$ cat config.mk
export PLATFORM = sky130hd
export DESIGN_NAME = alu_arb
export DESIGN_NICKNAME = d
export VERILOG_FILES = /design/src/rtl/alu_pkg.sv /design/src/rtl/alu_core.sv /design/src/rtl/alu_arb.sv
export SDC_FILE = /design/constraint.sdc
export NUM_CORES = 1
export LEC_CHECK = 0
export ABC_AREA = 1
export BUFFER_PORTS_ARGS = -buffer_cell sky130_fd_sc_hd__buf_4
export CORE_ASPECT_RATIO = 0.9
export CORE_MARGIN = 1.5
export CORE_UTILIZATION = 45
export DETAILED_ROUTE_END_ITERATION = 8
export PLACE_DENSITY = 0.75
export RECOVER_POWER = 50
export SYNTH_ARGS = -nofsm -noshare
export SYNTH_HDL_FRONTEND = slang
export SYNTH_HIERARCHICAL = 1
export SYNTH_SLANG_ARGS = --single-unit
$ cat constraint.sdc
create_clock -name clk -period 3.6 [get_ports clk]
set_clock_uncertainty 0.1 [all_clocks]
set_input_delay 0.36 -clock clk [delete_from_list [all_inputs] [get_ports clk]]
set_output_delay 0.36 -clock clk [all_outputs]
set_load 0.01 [all_outputs]
$ cat src/rtl/alu_pkg.sv
// Shared definitions for the arbitrated ALU: opcode encoding, opcode width
// and result-register FSM state encoding.
package alu_pkg;

  localparam int unsigned ALU_OPW = 3;

  typedef enum logic [ALU_OPW-1:0] {
    OpAnd   = 3'd0,
    OpOr    = 3'd1,
    OpXor   = 3'd2,
    OpNor   = 3'd3,
    OpAdd   = 3'd4,
    OpSub   = 3'd5,
    OpSlt   = 3'd6,
    OpPassA = 3'd7
  } alu_op_e;

  typedef enum logic {
    StEmpty = 1'b0,
    StFull  = 1'b1
  } arb_state_e;

endpackage

$ cat src/rtl/alu_core.sv
// Combinational ALU datapath shared by both requesters.
// Optional feature macro: ALU_ARB_OVF_EN adds the signed-overflow output.
module alu_core
  import alu_pkg::*;
#(
  parameter int unsigned WIDTH = 32,
  parameter int unsigned OPW   = ALU_OPW
) (
  input  logic [OPW-1:0]   op,
  input  logic [WIDTH-1:0] a,
  input  logic [WIDTH-1:0] b,
`ifdef ALU_ARB_OVF_EN
  output logic             ovf,
`endif
  output logic [WIDTH-1:0] result
);

  logic [ALU_OPW-1:0] op_sel;
  logic [WIDTH-1:0]   sum;
  logic [WIDTH-1:0]   diff;
  logic               slt;

  assign op_sel = op[ALU_OPW-1:0];
  assign sum    = a + b;
  assign diff   = a - b;
  assign slt    = $signed(a) < $signed(b);

  // Opcode decode to the result value.
  always_comb begin
    result = '0;
    unique case (alu_op_e'(op_sel))
      OpAnd:   result = a & b;
      OpOr:    result = a | b;
      OpXor:   result = a ^ b;
      OpNor:   result = ~(a | b);
      OpAdd:   result = sum;
      OpSub:   result = diff;
      OpSlt:   result = {{(WIDTH-1){1'b0}}, slt};
      OpPassA: result = a;
      default: result = a;
    endcase
  end

`ifdef ALU_ARB_OVF_EN
  // Signed overflow: operand signs imply a result sign that did not occur.
  always_comb begin
    ovf = 1'b0;
    unique case (alu_op_e'(op_sel))
      OpAdd:   ovf = (a[WIDTH-1] == b[WIDTH-1]) && (sum[WIDTH-1] != a[WIDTH-1]);
      OpSub:   ovf = (a[WIDTH-1] != b[WIDTH-1]) && (diff[WIDTH-1] != a[WIDTH-1]);
      default: ovf = 1'b0;
    endcase
  end
`endif

endmodule

$ cat src/rtl/alu_arb.sv
// Two-requester round-robin arbiter in front of one shared ALU, with a
// one-entry result register (1-cycle issue latency, 1 op/cycle throughput).
// Optional feature macro: ALU_ARB_OVF_EN adds the registered res_ovf output.
module alu_arb
  import alu_pkg::*;
#(
  parameter int unsigned WIDTH = 32,
  parameter int unsigned OPW   = ALU_OPW
) (
  input  logic             clk,
  input  logic             rst_n,
  input  logic             req0_valid,
  output logic             req0_ready,
  input  logic [OPW-1:0]   req0_op,
  input  logic [WIDTH-1:0] req0_a,
  input  logic [WIDTH-1:0] req0_b,
  input  logic             req1_valid,
  output logic             req1_ready,
  input  logic [OPW-1:0]   req1_op,
  input  logic [WIDTH-1:0] req1_a,
  input  logic [WIDTH-1:0] req1_b,
  output logic             res_valid,
  input  logic             res_ready,
  output logic [WIDTH-1:0] res_data,
  output logic             res_id,
`ifdef ALU_ARB_OVF_EN
  output logic             res_ovf,
`endif
  output logic             res_zero
);

  arb_state_e       state_q, state_d;
  logic             ptr_q;
  logic [WIDTH-1:0] data_q;
  logic             id_q;
  logic             zero_q;
  logic             grant_ok;
  logic             grant0;
  logic             grant1;
  logic             grant;
  logic [OPW-1:0]   sel_op;
  logic [WIDTH-1:0] sel_a;
  logic [WIDTH-1:0] sel_b;
  logic [WIDTH-1:0] alu_result;
`ifdef ALU_ARB_OVF_EN
  logic             alu_ovf;
  logic             ovf_q;
`endif

  // Grant decision: slot free now (empty, or held result consumed this cycle).
  // rst_n gating keeps both readys low while reset is held.
  always_comb begin
    grant_ok = rst_n && ((state_q == StEmpty) || res_ready);
    grant0   = grant_ok && req0_valid && (!req1_valid || !ptr_q);
    grant1   = grant_ok && req1_valid && (!req0_valid || ptr_q);
    grant    = grant0 || grant1;
  end

  assign req0_ready = grant0;
  assign req1_ready = grant1;

  // Operand mux feeding the single shared ALU.
  always_comb begin
    sel_op = grant1 ? req1_op : req0_op;
    sel_a  = grant1 ? req1_a  : req0_a;
    sel_b  = grant1 ? req1_b  : req0_b;
  end

  alu_core #(
    .WIDTH (WIDTH),
    .OPW   (OPW)
  ) u_alu_core (
    .op     (sel_op),
    .a      (sel_a),
    .b      (sel_b),
`ifdef ALU_ARB_OVF_EN
    .ovf    (alu_ovf),
`endif
    .result (alu_result)
  );

  // Next-state logic for the result register occupancy.
  always_comb begin
    state_d = state_q;
    unique case (state_q)
      StEmpty: if (grant) state_d = StFull;
      StFull:  if (grant) state_d = StFull;
               else if (res_ready) state_d = StEmpty;
      default: state_d = StEmpty;
    endcase
  end

  // State register and round-robin pointer.
  always_ff @(posedge clk or negedge rst_n) begin
    if (!rst_n) begin
      state_q <= StEmpty;
      ptr_q   <= 1'b0;
    end else begin
      state_q <= state_d;
      if (grant0) ptr_q <= 1'b1;
      else if (grant1) ptr_q <= 1'b0;
    end
  end

  // Result register: loads only on grant, so it holds under backpressure.
  always_ff @(posedge clk or negedge rst_n) begin
    if (!rst_n) begin
      data_q <= '0;
      id_q   <= 1'b0;
      zero_q <= 1'b0;
`ifdef ALU_ARB_OVF_EN
      ovf_q  <= 1'b0;
`endif
    end else if (grant) begin
      data_q <= alu_result;
      id_q   <= grant1;
      zero_q <= (alu_result == '0);
`ifdef ALU_ARB_OVF_EN
      ovf_q  <= alu_ovf;
`endif
    end
  end

  assign res_valid = (state_q == StFull);
  assign res_data  = data_q;
  assign res_id    = id_q;
  assign res_zero  = zero_q;
`ifdef ALU_ARB_OVF_EN
  assign res_ovf   = ovf_q;
`endif

endmodule

; ---- Word level (Yosys, flattened, before mapping)
; Cells that the tools add are included.
[word_totals]
register_bits = 36
[classes]
n_addsub = 2
n_lt_le_gt_ge = 1
n_eq_ne = 7
n_mux = 10
n_bitwise = 5
n_reduce_logical = 15
[ops]
columns = op, n
row1 = 32-bit one-hot mux with 8 select lines, 1
row2 = 32-bit 2-to-1 mux, 2
row3 = 32-bit adder, 1
row4 = 32-bit AND, 1
row5 = 32-bit logical NOT, 1
row6 = 32-bit < comparator, 1
row7 = 32-bit inverter, 1
row8 = 32-bit bitwise OR, 1
row9 = 32-bit subtractor, 1
row10 = 32-bit bitwise XOR, 1
row11 = "3-bit equality test, second input constant", 4
row12 = "3-bit by 2-bit equality test with 1-bit output, second input constant", 2
row13 = 1-bit logical AND, 5
row14 = 1-bit 2-to-1 mux, 5
row15 = 1-bit logical OR, 4
row16 = "3-bit by 1-bit equality test with 1-bit output, second input constant", 1
row17 = 1-bit logical NOT, 3
row18 = 3-bit logical NOT, 1
row19 = 3-bit 2-to-1 mux, 1
row20 = 1-bit one-hot mux with 2 select lines, 1
row21 = 2-bit nonzero test, 1
row22 = 1-bit inverter, 1

; ---- Logic depth before layout (Yosys ltp)
[depth]
ltp_word = 10
mapped_depth = 33
mapped_depth_nobuf = 30

; ---- Modules after synthesis
; The synthesis kept the hierarchy.
[modules_own_cells]
columns = mod, n_inst, cells_each, area_per_inst_um2
row1 = alu_core, 1, 1363, 6921.6
row2 = alu_arb, 1, 403, 2376.0

; ---- Worst setup path after synthesis
; Ideal clock, no wire load.
[synth_timing]
path_type = flip-flop to flip-flop
startpoint = reg state_q, in the netlist res_valid
endpoint = reg zero_q, in the netlist res_zero
setup_ns = 0.065
arrival_ns = 3.000
t_required_ns = 3.435
slack_ns = 0.436
stages_incl_launch_ff = 28
path_buffers = 1
period_less_slack_ns = 3.164
cell_sequence = dfrtp_1 -> inv_1 -> nor2_2 -> nor2_4 -> nand2_2 -> clkbuf_1 -> nand2_1 -> nand2_1 -> ha_1 -> inv_1 -> fa_1 -> inv_1 -> nand3_1 -> nand3_1 -> nand2_1 -> nand2_1 -> inv_1 -> nor2_1 -> o21ai_0 -> nand3_1 -> nand4_1 -> nor2_1 -> nand2_1 -> nor2_1 -> nand2_1 -> nor2_1 -> nand2_1 -> nand2_1
[synth_via]
elab_cells_between_ends = 28
cone_classes = 2 x add/sub / 1 x order compare / 7 x eq/ne / 4 x mux / 5 x bitwise / 9 x reduce/logical
[synth_rtl]
columns = item, line
row1 = from (decl), alu_arb.sv:32  ; arb_state_e state_q, state_d;
row2 = from (signal assigned), alu_arb.sv:96  ; state_q <= StEmpty;
row3 = from (signal assigned), alu_arb.sv:99  ; state_q <= state_d;
row4 = 1-bit inverter (*), -
row5 = 1-bit logical OR (*), alu_arb.sv:53  ; grant_ok = rst_n && ((state_q == StEmpty) || res_ready);
row6 = 1-bit logical AND (*), alu_arb.sv:53
row7 = 1-bit logical AND (*) (2 in a row), alu_arb.sv:55  ; grant1 = grant_ok && req1_valid && (!req0_valid || ptr_q);
row8 = 32-bit 2-to-1 mux (*), alu_arb.sv:66  ; sel_b = grant1 ? req1_b : req0_b;
row9 = named net sel_b[0], alu_arb.sv:43  ; logic [WIDTH-1:0] sel_b;
row10 = 32-bit subtractor or 32-bit adder (tied branches), "alu_core.sv:25, alu_core.sv:24"
row11 = 32-bit one-hot mux with 8 select lines (*), alu_core.sv:31  ; unique case (alu_op_e'(op_sel))
row12 = named net alu_result[16], alu_arb.sv:44  ; logic [WIDTH-1:0] alu_result;
row13 = 32-bit logical NOT (*), alu_arb.sv:117  ; zero_q <= (alu_result == '0);
row14 = to (signal assigned), alu_arb.sv:117
row15 = to (decl), alu_arb.sv:36  ; logic zero_q;
; Mark *: on every way through the listed nets, which the timed path passes. The rest lies on a longest branch.
; A chain may end at the register's enable or synchronous reset.

; ---- Final worst setup path
[layout_timing]
startpoint = reg state_q, in the netlist res_valid
endpoint = reg zero_q, in the netlist res_zero
[layout_via]
elab_cells_between_ends = 28
cone_classes = 2 x add/sub / 1 x order compare / 7 x eq/ne / 4 x mux / 5 x bitwise / 9 x reduce/logical
[layout_rtl]
columns = item, line
row1 = 1-bit inverter (*), -
row2 = 1-bit logical OR (*), alu_arb.sv:53
row3 = 1-bit logical AND (*), alu_arb.sv:53
row4 = 1-bit logical AND (*) (2 in a row), alu_arb.sv:55
row5 = 32-bit 2-to-1 mux (*), alu_arb.sv:65  ; sel_a = grant1 ? req1_a : req0_a;
row6 = named net sel_a[29], alu_arb.sv:42  ; logic [WIDTH-1:0] sel_a;
row7 = 32-bit subtractor or 32-bit adder (tied branches), "alu_core.sv:25, alu_core.sv:24"
row8 = 32-bit one-hot mux with 8 select lines (*), alu_core.sv:31
row9 = named net alu_result[31], alu_arb.sv:44
row10 = 32-bit logical NOT (*), alu_arb.sv:117
; Marks and branches as above.

==> results.md <==
- Vias per std cell: between 5 and 6
- Comb power frac: 0.821
- Final slew viol count: 37
- Num CTS Buffers: 5
- Mean Syn Cell Area: 5.265 sq um
- # clock sinks: 36
- Predominant post-synthesis flop cell: dfrtp_1
- Peak supply drop: 0.2672 mV
- Clock share of power: 0.076
- CTS Hold Bufs: 0
- Seq/Total Area, Yosys: 0.09689
- H-Tree Depth: 2
- Fin. Hold Viols: 0
- Worst Setup Start Kind: flip-flop
- Synth Instances: 1766
- Pwr dens: between 400 and 500 mW/mm^2
- Max FO, Critical Path: 6
- Port buffer count: ~180
- Mapped Nets: roughly 2000
- Setup TNS Final: -0.3718 ns
- Worst hold stages: 2
- TritonRoute pass-1 iters: 6
- Initial Util: 0.4624
- RSZ-0062 raised after global routing: yes
- Ports: around 180
- Yosys reg bits: 36
- Final setup violation count: 5
- WP data arrival: roughly 4 ns
- Die area: between 0.02 and 0.025 sq mm
- Leakage Power: 8.465 nW
- Crit share post-route: 1.050
- Failing checks: capacitance limit, slew limit, setup timing
- Hold WS: 0.2550 ns
- DRT antenna net count: 0
- All-layer global routing usage: 0.3801
- Post-Syn Area: 0.009298 sq mm
- Asr flop ratio synth: 1.000
- Die Y: ~140 um
- Sequential fraction of design power: 0.104
- CTS Root Cell: clkbuf_16
- Initial antenna violation count: 0
- Detail Placement HPWL: 33.78 mm
- Core footprint: 0.02011 sq mm
- Fmax achieved: 0.2646 GHz
- Slew @ Worst Pin: about 1.9 ns
- Worst r2r path cells: 27
- Max Cap Viol: 1
- DRC viols: 0
- Design area: 0.01445 sq mm
- Status: finished, violations left
- Placed Area: 0.01303 sq mm
- EDFF count, synth: 0
- Placed Cells: 2457
- GPL Wtd Cong: 1.002
- CTS Buffer Depth: 2
- Via count: between 10000 and 15000
- Largest net degree at the start of global routing: 44
- WL/cell: 17.37 um
- Clk Latency, worst-skew pair: 0.28 ns
- Drt initial violations: between 1000 and 1500
- Library cells used by synthesis: 43
- Post-synth top area cell: nand2_1
- CTS tree: yes
- Number of diodes: 0
- Nets: 2490
- Crit path required time: between 3 and 4 ns
- Kind of critical path: flip-flop to flip-flop
- First-pass GRT wire length: 64.11 mm
- Grt ovf: 0
- Rel. slew slack: -0.2551
- Area fraction of the dominant cell type after synthesis: 0.3165
- Period minus WS final: approximately 3.8 ns
- Worst min-delay path class: input pin to flip-flop
- Setup ws final: -0.1795 ns
- Ys Warns: 6
- Die width: 154.5 um
- Layout cells sized above 1: 0.3378
- Internal: between 3 and 4 mW
- NetSw: about 3.2 mW
- Cell with the most instances after synthesis: nand2_1
- Final WL: roughly 43 mm
- CP endpoint kind: flip-flop
- Clk slew on worst S/H paths: roughly 0.050 ns
- Switch share: 0.5035
- Layout Area Growth over Synthesis: 55.39%
- Synth top area cells: nand2_1, ha_1, inv_1
- Vias in the first global route: approximately 12000
- Fin cells: 2502
- Most frequent cells after synthesis: nand2_1, inv_1, nor2_1, nand3_1, ha_1
- Num rows: 49
[power by group through the flow]
stage | Clock [mW] | Sequential (mW) | Combinational, mW
floorplan | 0 | 0.737 | 2.24
global placement | 0 | 0.660 | 4.43
detailed placement | 0 | 0.670 | 4.49
CTS | 0.488 | 0.668 | 4.73
global route | 0.502 | 0.685 | 5.68
finish | 0.489 | 0.669 | 5.30
[final cells by class]
type | count | area, sq um
clock buffers | 6 | 128.9
multi-input cells | 1352 | 7645
fillers | 1701 | 5662
inverters | 312 | 1184
flip-flops and latches | 36 | 900.9
clock inverters | 2 | 35.03
well taps | 255 | 319.1
repair buffers | 539 | 4235
[cell usage in the layout, fill, tap and decap left out, types with 9 or more instances in the layout]
cell type and instances:
nand2_1 724, buf_4 501, inv_1 279, nand3_1 93
nor2_1 82, ha_1 78, nand2_2 62, a21oi_1 38
dfrtp_1 36, nand4_1 34, nor2_2 32, inv_2 31
o22ai_1 27, a221oi_1 21, ha_4 19, o21ai_0 18
nor2_4 17, nand3_2 17, clkbuf_1 16, a21oi_2 12
buf_12 9
[registers in the layout (all words and copies together) (netlist names)]
register / flops
res_valid: 1
res_data: 32
ptr_q: 1
res_zero: 1
res_id: 1
[worst max-delay path, stage by stage (launching register included)]
cell and delay [ns]:
dfrtp_1 0.39, inv_2 0.09, nor2_4 0.05, nor2_4 0.17, nand2_8 0.11, clkinv_8 0.10
buf_12 0.12, clkbuf_16 0.15, buf_4 0.14, nand2_1 0.06, nand2_1 0.12, inv_1 0.06
ha_1 0.38, nor2_2 0.19, nand2_1 0.18, nor2_1 0.26, a21oi_2 0.13, nand2_1 0.09
nand2_1 0.05, nand3_1 0.06, nand4_1 0.11, nor2_1 0.17, nand2_1 0.09, nor2_1 0.08
nand2_1 0.06, nor2_1 0.08, nand2_1 0.06, nand2_1 0.05
[through the flow]
step	utilization	setup slack (ns)	power (mW)
after CTS	0.6786	-0.03107	5.889
after detailed placement	0.6479	-0.2960	5.165
after floorplan	-	0.4356	2.978
final	0.7185	-0.1795	6.454
after global routing	0.7185	-0.3539	6.864
after global placement	0.6479	-0.3513	5.092
[logic make-up (layout without fill, tap and decap cells)]
group / after synthesis / in the layout / share of synthesized area
simple gates: 1091 / 1091 / 0.4787
flops: 36 / 36 / 0.09689
xor+xnor: 5 / 5 / 0.004710
buf+inv: 378 / 859 / 0.1724
compound gates: 151 / 151 / 0.1044
fa+ha+maj: 105 / 105 / 0.1429
[routing by layer]
layer / track usage / wire, um / vias up / part of all wire
met1: 0.5210 / 18400 / 5984 / 0.42
li1: - / - / 6411 / -
met2: 0.5925 / 18100 / 792 / 0.42
met3: 0.07225 / 5288 / 145 / 0.12
met5: 0 / 0 / - / 0
met4: 0.1382 / 1674 / 0 / 0.039
[path summary, 6_finish.rpt]
check                                        startpoint                       end  slack [ns]
min in group asynchronous                         rst_n  res_data[10]$_DFFE_PN0P_        0.71
worst min register to register  res_data[9]$_DFFE_PN0P_   res_data[9]$_DFFE_PN0P_        0.37
worst min-delay path                          res_ready       res_valid$_DFF_PN0_        0.26
worst max-delay path                res_valid$_DFF_PN0_      res_zero$_DFFE_PN0P_       -0.18
max in group asynchronous                         rst_n  res_data[29]$_DFFE_PN0P_        1.60
worst max register to register      res_valid$_DFF_PN0_      res_zero$_DFFE_PN0P_       -0.18
[what timing repair did]
| action | CTS | global route |
|---|---|---|
| pin swaps | 16 | 48 |
| buffers inserted | 10 | 21 |
| gates cloned | 3 | 3 |
| endpoints found under the setup margin | 4 | 19 |
| gates resized for setup | 73 | 183 |
Note: power is estimated with default switching activity, not from simulation.
